`config.mk`:
```
export PLATFORM = sky130hd
export DESIGN_NAME = synth_channel_env
export DESIGN_NICKNAME = d
export VERILOG_FILES = /design/src/rtl/synth_channel_env.sv
export SDC_FILE = /design/constraint.sdc
export NUM_CORES = 1
export LEC_CHECK = 0
export BUFFER_PORTS_ARGS = -buffer_cell sky130_fd_sc_hd__buf_4
export CAP_MARGIN = 20
export CORE_ASPECT_RATIO = 0.7
export CORE_MARGIN = 10
export CORE_UTILIZATION = 50
export CTS_CLUSTER_DIAMETER = 120
export DETAILED_ROUTE_END_ITERATION = 12
export GPL_TIMING_DRIVEN = 0
export PLACE_DENSITY = 0.67
export RECOVER_POWER = 50
export SLEW_MARGIN = 25
export SYNTH_ARGS = -nofsm -noshare
export SYNTH_HDL_FRONTEND = slang
export SYNTH_SLANG_ARGS = --single-unit
```
`constraint.sdc`:
```
create_clock -name clk_i -period 6.16 [get_ports clk_i]
set_input_delay 0.308 -clock clk_i [delete_from_list [all_inputs] [get_ports clk_i]]
set_output_delay 0.308 -clock clk_i [all_outputs]
set_load 0.05 [all_outputs]
```
`src/rtl/synth_channel_env.sv`:
```
// synth_channel_env: phase-accumulator synth voice with ADSR envelope.
// Optional SYNTH_PWM_EN adds a duty_i port for pulse-width square waves.
module synth_channel_env #(
   parameter int PHASE_W = 24,
   parameter int INC_W   = 16,
   parameter int OUT_W   = 11,
   parameter int ENV_W   = 8
) (
   input  logic               clk_i,
   input  logic               rst_ni,
   input  logic               sample_tick_i,
   input  logic               ena_i,
   input  logic               gate_i,
   input  logic [INC_W-1:0]   freq_inc_i,
   input  logic [1:0]         waveform_i,
   input  logic [ENV_W-1:0]   attack_i,
   input  logic [ENV_W-1:0]   decay_i,
   input  logic [ENV_W-1:0]   sustain_i,
   input  logic [ENV_W-1:0]   release_i,
`ifdef SYNTH_PWM_EN
   input  logic [7:0]         duty_i,
`endif
   output logic [OUT_W-1:0]   out_o,
   output logic [2:0]         env_state_o,
   output logic               active_o,
   output logic               wrap_o
);

   localparam logic [2:0] S_IDLE    = 3'd0;
   localparam logic [2:0] S_ATTACK  = 3'd1;
   localparam logic [2:0] S_DECAY   = 3'd2;
   localparam logic [2:0] S_SUSTAIN = 3'd3;
   localparam logic [2:0] S_RELEASE = 3'd4;

   localparam logic [OUT_W-1:0] WMAX = {OUT_W{1'b1}};
   localparam logic [ENV_W-1:0] LMAX = {ENV_W{1'b1}};
   localparam logic [22:0]      TAPS = 23'h420000;

   logic [PHASE_W-1:0] phase_q, phase_d;
   logic [ENV_W-1:0]   level_q, level_d;
   logic [2:0]         state_q, state_d;
   logic [OUT_W-1:0]   out_q, out_d;
   logic               wrap_q, wrap_d;
   logic [22:0]        lfsr_q, lfsr_d;

   logic               step;
   logic [PHASE_W:0]   phase_sum;
   logic [OUT_W-1:0]   t;
   logic [OUT_W-1:0]   tri_v;
   logic [OUT_W-1:0]   sq_v;
   logic [OUT_W-1:0]   wave;
   logic [22:0]        lfsr_nxt;
   logic [ENV_W:0]     att_sum;
   logic [ENV_W:0]     dec_dif;
   logic [ENV_W:0]     rel_dif;
   logic [OUT_W+ENV_W-1:0] prod;

   assign step      = sample_tick_i & ena_i;
   assign phase_sum = {1'b0, phase_q}
                    + {{(PHASE_W+1-INC_W){1'b0}}, freq_inc_i};
   assign t         = phase_q[PHASE_W-1 -: OUT_W];
   assign tri_v     = {t[OUT_W-2:0], 1'b0};
   assign lfsr_nxt  = {1'b0, lfsr_q[22:1]}
                    ^ (lfsr_q[0] ? TAPS : 23'h0);

`ifdef SYNTH_PWM_EN
   assign sq_v = (phase_q[PHASE_W-1 -: 8] < duty_i) ? WMAX : '0;
`else
   assign sq_v = phase_q[PHASE_W-1] ? '0 : WMAX;
`endif

   // Waveform select from the current phase and noise register
   always_comb begin
      wave = '0;
      unique case (waveform_i)
         2'b00: wave = sq_v;
         2'b01: wave = phase_q[PHASE_W-1] ? ~tri_v : tri_v;
         2'b10: wave = t;
         2'b11: wave = lfsr_q[22 -: OUT_W];
         default: wave = '0;
      endcase
   end

   // Phase advance, wrap detect and noise stepping on each sample tick
   always_comb begin
      phase_d = phase_q;
      wrap_d  = 1'b0;
      lfsr_d  = lfsr_q;
      if (!ena_i) begin
         phase_d = '0;
      end else if (sample_tick_i) begin
         phase_d = phase_sum[PHASE_W-1:0];
         wrap_d  = phase_sum[PHASE_W];
         if (phase_sum[PHASE_W]) lfsr_d = lfsr_nxt;
      end
   end

   assign att_sum = {1'b0, level_q} + {1'b0, attack_i};
   assign dec_dif = {1'b0, level_q} - {1'b0, decay_i};
   assign rel_dif = {1'b0, level_q} - {1'b0, release_i};

   // ADSR next state; rate maths is one bit wider to catch over/underflow
   always_comb begin
      state_d = state_q;
      level_d = level_q;
      if (!ena_i) begin
         state_d = S_IDLE;
         level_d = '0;
      end else if (step) begin
         unique case (state_q)
            S_IDLE: begin
               if (gate_i) state_d = S_ATTACK;
            end
            S_ATTACK: begin
               if (!gate_i) begin
                  state_d = S_RELEASE;
               end else if (attack_i == '0 || att_sum >= {1'b0, LMAX}) begin
                  level_d = LMAX;
                  state_d = S_DECAY;
               end else begin
                  level_d = att_sum[ENV_W-1:0];
               end
            end
            S_DECAY: begin
               if (!gate_i) begin
                  state_d = S_RELEASE;
               end else if (sustain_i >= level_q || decay_i == '0
                            || dec_dif[ENV_W]
                            || dec_dif[ENV_W-1:0] <= sustain_i) begin
                  level_d = sustain_i;
                  state_d = S_SUSTAIN;
               end else begin
                  level_d = dec_dif[ENV_W-1:0];
               end
            end
            S_SUSTAIN: begin
               if (!gate_i) state_d = S_RELEASE;
               else         level_d = sustain_i;
            end
            S_RELEASE: begin
               if (gate_i) begin
                  state_d = S_ATTACK;
               end else if (release_i == '0 || rel_dif[ENV_W]
                            || rel_dif[ENV_W-1:0] == '0) begin
                  level_d = '0;
                  state_d = S_IDLE;
               end else begin
                  level_d = rel_dif[ENV_W-1:0];
               end
            end
            default: begin
               state_d = S_IDLE;
               level_d = '0;
            end
         endcase
      end
   end

   assign prod  = {{ENV_W{1'b0}}, wave} * {{OUT_W{1'b0}}, level_q};
   assign out_d = ena_i ? prod[OUT_W+ENV_W-1:ENV_W] : '0;

   // Oscillator state registers
   always_ff @(posedge clk_i or negedge rst_ni) begin
      if (!rst_ni) begin
         phase_q <= '0;
         wrap_q  <= 1'b0;
         lfsr_q  <= '1;
      end else begin
         phase_q <= phase_d;
         wrap_q  <= wrap_d;
         lfsr_q  <= lfsr_d;
      end
   end

   // Envelope state and level registers
   always_ff @(posedge clk_i or negedge rst_ni) begin
      if (!rst_ni) begin
         state_q <= S_IDLE;
         level_q <= '0;
      end else begin
         state_q <= state_d;
         level_q <= level_d;
      end
   end

   // Registered enveloped output sample
   always_ff @(posedge clk_i or negedge rst_ni) begin
      if (!rst_ni) out_q <= '0;
      else         out_q <= out_d;
   end

   assign out_o       = out_q;
   assign env_state_o = state_q;
   assign active_o    = (state_q != S_IDLE);
   assign wrap_o      = wrap_q;

endmodule

```
==> results.md <==
* Most common flop cell mapped by yosys: dfrtp_1
* Clk_lat worst skew at 0.34 ns
* Hold slack at 0.309 ns
* # setup viols final at 0
* Residual DRC at 0
* DIE WIDTH at 176 um
* Synth top area share at 13.9%
* Initial antenna violation count at 0
* Crit Path Max Fanout at 10
* Worst hold-check path type: input port to flip-flop
* Status: finished, violations left
* Initial Util at 51.4%
* # fillers at 1,530
* Post-Syn Nets at 1,134
* Hold Fails Final Rpt at 0
* Layout cells sized above 1 at 15.2%
* Crit path buf inv count at 5
* Critical Path Sink Type: flip-flop
* Maximum VDD drop at 0.150 mV
* Die area at 22,600 um^2
* Critical Path RT at 6.43 ns
* Register area share after synthesis at 21.0%
* Max incr delay on CP at 0.54 ns
* Synth Area in Adders at 27.3%
* Relative slew slack at -157%
* Vias/cell at 5.51
* Number of global-route vias before repair at 6,879
* # diodes at 0
* Post-Synth Simple-Gate Area at 17.5%
* CTS tree: yes
* P&R area growth vs syn at 13.2%
* Post-synth EDFFs at 0
* Failing checks: capacitance limit, slew limit
* MaxCap Viol Count at 1
* DRT iter0 DRCs at 468
* FP Rows at 39
* Pwr Total at 1.48 mW
* Core box area at 16,500 um^2
* Syn Inst Count at 929
* Worst Skew at 0.0106 ns
* Total Routed Length at 20,800 um
* Top post-synthesis cells by area: dfrtp_1, ha_1, fa_1
* Worst-case clock buffer depth at 2
* Least-Margin Pin Slew at 3.86 ns
* Largest family of logic cells by synthesized area: adder cells
* Fmax at 172 MHz
* Synth Area in Compound Gates at 15.1%
* Syn_area_per_cell at 9.12 um^2
* Dpl hpwl at 16,500 um
* Global Route Usage Sum at 18.8%
* Placement Cell Area at 9270 um^2
* Async SR Flop Fraction at 100%
* Die Ht at 129 um
* Max Slew Vio Count at 71
* Flops & latches, synth at 70
* Crit-path cells: clkbuf_4 -> xnor2_1 -> nor2_1 -> a21oi_2 -> and2_1 -> fa_1 -> inv_1 -> fa_1 -> inv_1 -> fa_1 -> inv_1 -> fa_1 -> inv_1 -> ha_1 -> a21oi_1 -> o21ai_0 -> a21oi_1 -> a21oi_1 -> o31ai_4 -> a21oi_1 -> or4_1 -> nand3_1
* Yosys warning count at 0
* Most common cell after layout, fill and taps aside: inv_1
* Top Ports at 71
* Critical-path top delay cell: fa_1
* Crit path DAT at 6.07 ns
* Synth unique cells at 74
* Final min period at 5.81 ns
* XOR/XNOR Fraction of Synth Area at 4.55%
* Gp weighted congestion at 0.911
* Post-synthesis mux area share at 7.59%
* Most frequent cells in the layout: inv_1, ha_1, and2_1
* Cell Area, Synth at 8480 um^2
* Antenna-violating nets left at 0
* RSZ-0062 raised after global routing: false
* Routed vias at 6,823
* Congestion Overflow GR at 0
* Final Instance Area at 9590 um^2
* Root Driver: clkbuf_16
* TritonRoute pass-1 iters at 5
* H-tree depth at 3
* Largest net degree at the start of global routing at 71
* Leak pwr at 4.75 nW
* Delay-heaviest family, CP: adder cells
* Sinks on Clock Net at 70
* Crit share post-route at 94.3%
* Wirelength per Cell at 16.8 um
* Register area at 1780 um^2
* Pwr per Cell Area at 155 nW/um^2
* Clk pin slew, worst setup/hold paths at 0.06 ns
* Setup crit start kind: flip-flop
* IO Port Bufs at 68
* Yosys top cell by area: dfrtp_1
* Footprint of the multi-input gates at 6160 um^2
* Internal reg-to-reg setup slack at 0.35 ns
* CTS Buf Count at 9
* First-pass GRT wire length at 35,100 um
* Final net count at 1,213
* Critical path class: flip-flop to flip-flop
cells by family after synthesis:
group           after synthesis
simple gates                281
fa+ha+maj                   151
mux                          54
flops                        70
buf+inv                     145
xor+xnor                     44
compound gates              184
metal layers:
layer,part of all wire [%],vias to the layer above,track usage [%]
met5,0,-,0
met4,1.3,0,4.82
met3,5.3,20,4.35
met2,41,144,27.0
met1,53,3287,27.7
li1,-,3372,-
worst paths after layout:
path                             endpoint  cells after the start   startpoint
setup reg to reg                 out_o[9]                     22  phase_q[23]
hold reg to reg               phase_q[12]                      2  phase_q[12]
setup / recovery                 out_o[9]                     22  phase_q[23]
hold / removal                phase_q[17]                      3        ena_i
max in group asynchronous  env_state_o[1]                      1       rst_ni
min in group asynchronous      level_q[0]                      1       rst_ni
report_power, final:
part           internal, mW  leakage, nW  switching (mW)
Clock                 0.309        0.144           0.207
Sequential            0.482        0.881          0.0221
Combinational         0.190         3.72           0.274
flip-flops by register name, summed over array words and instances, names as in the netlist:
register,cells
phase_q,24
out_o,11
wrap_o,1
env_state_o,3
level_q,8
lfsr_q,23
cells in the mapped netlist, types with 7 or more instances:
| cell type | instances |
|---|---|
| nor2_1 | 51 |
| o22ai_1 | 9 |
| a211oi_1 | 10 |
| o21ai_0 | 21 |
| a21oi_1 | 53 |
| nand3_1 | 19 |
| and2_1 | 68 |
| nor3_1 | 9 |
| mux2_4 | 19 |
| o21a_1 | 13 |
| o31ai_1 | 7 |
| nand2_1 | 61 |
| inv_1 | 114 |
| dfrtp_1 | 47 |
| a21o_1 | 16 |
| a221o_1 | 7 |
| nand2b_1 | 10 |
| mux2i_1 | 29 |
| xnor2_1 | 27 |
| nand4_1 | 7 |
| nor4_1 | 10 |
| xor2_1 | 17 |
| dfstp_2 | 23 |
| and3_1 | 9 |
| clkbuf_1 | 23 |
| ha_1 | 93 |
| fa_1 | 57 |
| nor2b_1 | 13 |
cell type report:
cell class              count  share of cell area [%]
flip-flops and latches     70                    18.6
clock buffers              12                    2.79
well taps                 225                    2.93
multi-input cells         714                    64.2
plain buffers              30                    1.75
clock inverters             4                   0.287
repair buffers             69                    5.05
inverters                 114                    4.46
through the flow:
step | utilization, % | instances | setup TNS [ns] | setup WS [ns]
after CTS | 58.1 | 1238 | 0 | 0.0701
after detailed placement | 56.2 | 1222 | -2.11 | -0.581
final | 58.2 | 1238 | 0 | 0.354
after global placement | 56.2 | 1222 | -2.18 | -0.603
after global routing | 58.2 | 1238 | 0 | 0.00717
after floorplan | - | 929 | 0 | 0.337
worst min-delay path, delay by kind of cell:
family | cells | cell delay, ns
buf+inv | 1 | 0.15
simple gates | 1 | 0.08
compound gates | 1 | 0.06
timing repair:
action | 4_1_cts | 5_1_grt
pin swaps | 0 | 1
endpoints found under the setup margin | 5 | 5
resized for setup | 4 | 11
hold buffers | 0 | 0
buffers inserted | 0 | 1
(Power assumes the default switching activity.)
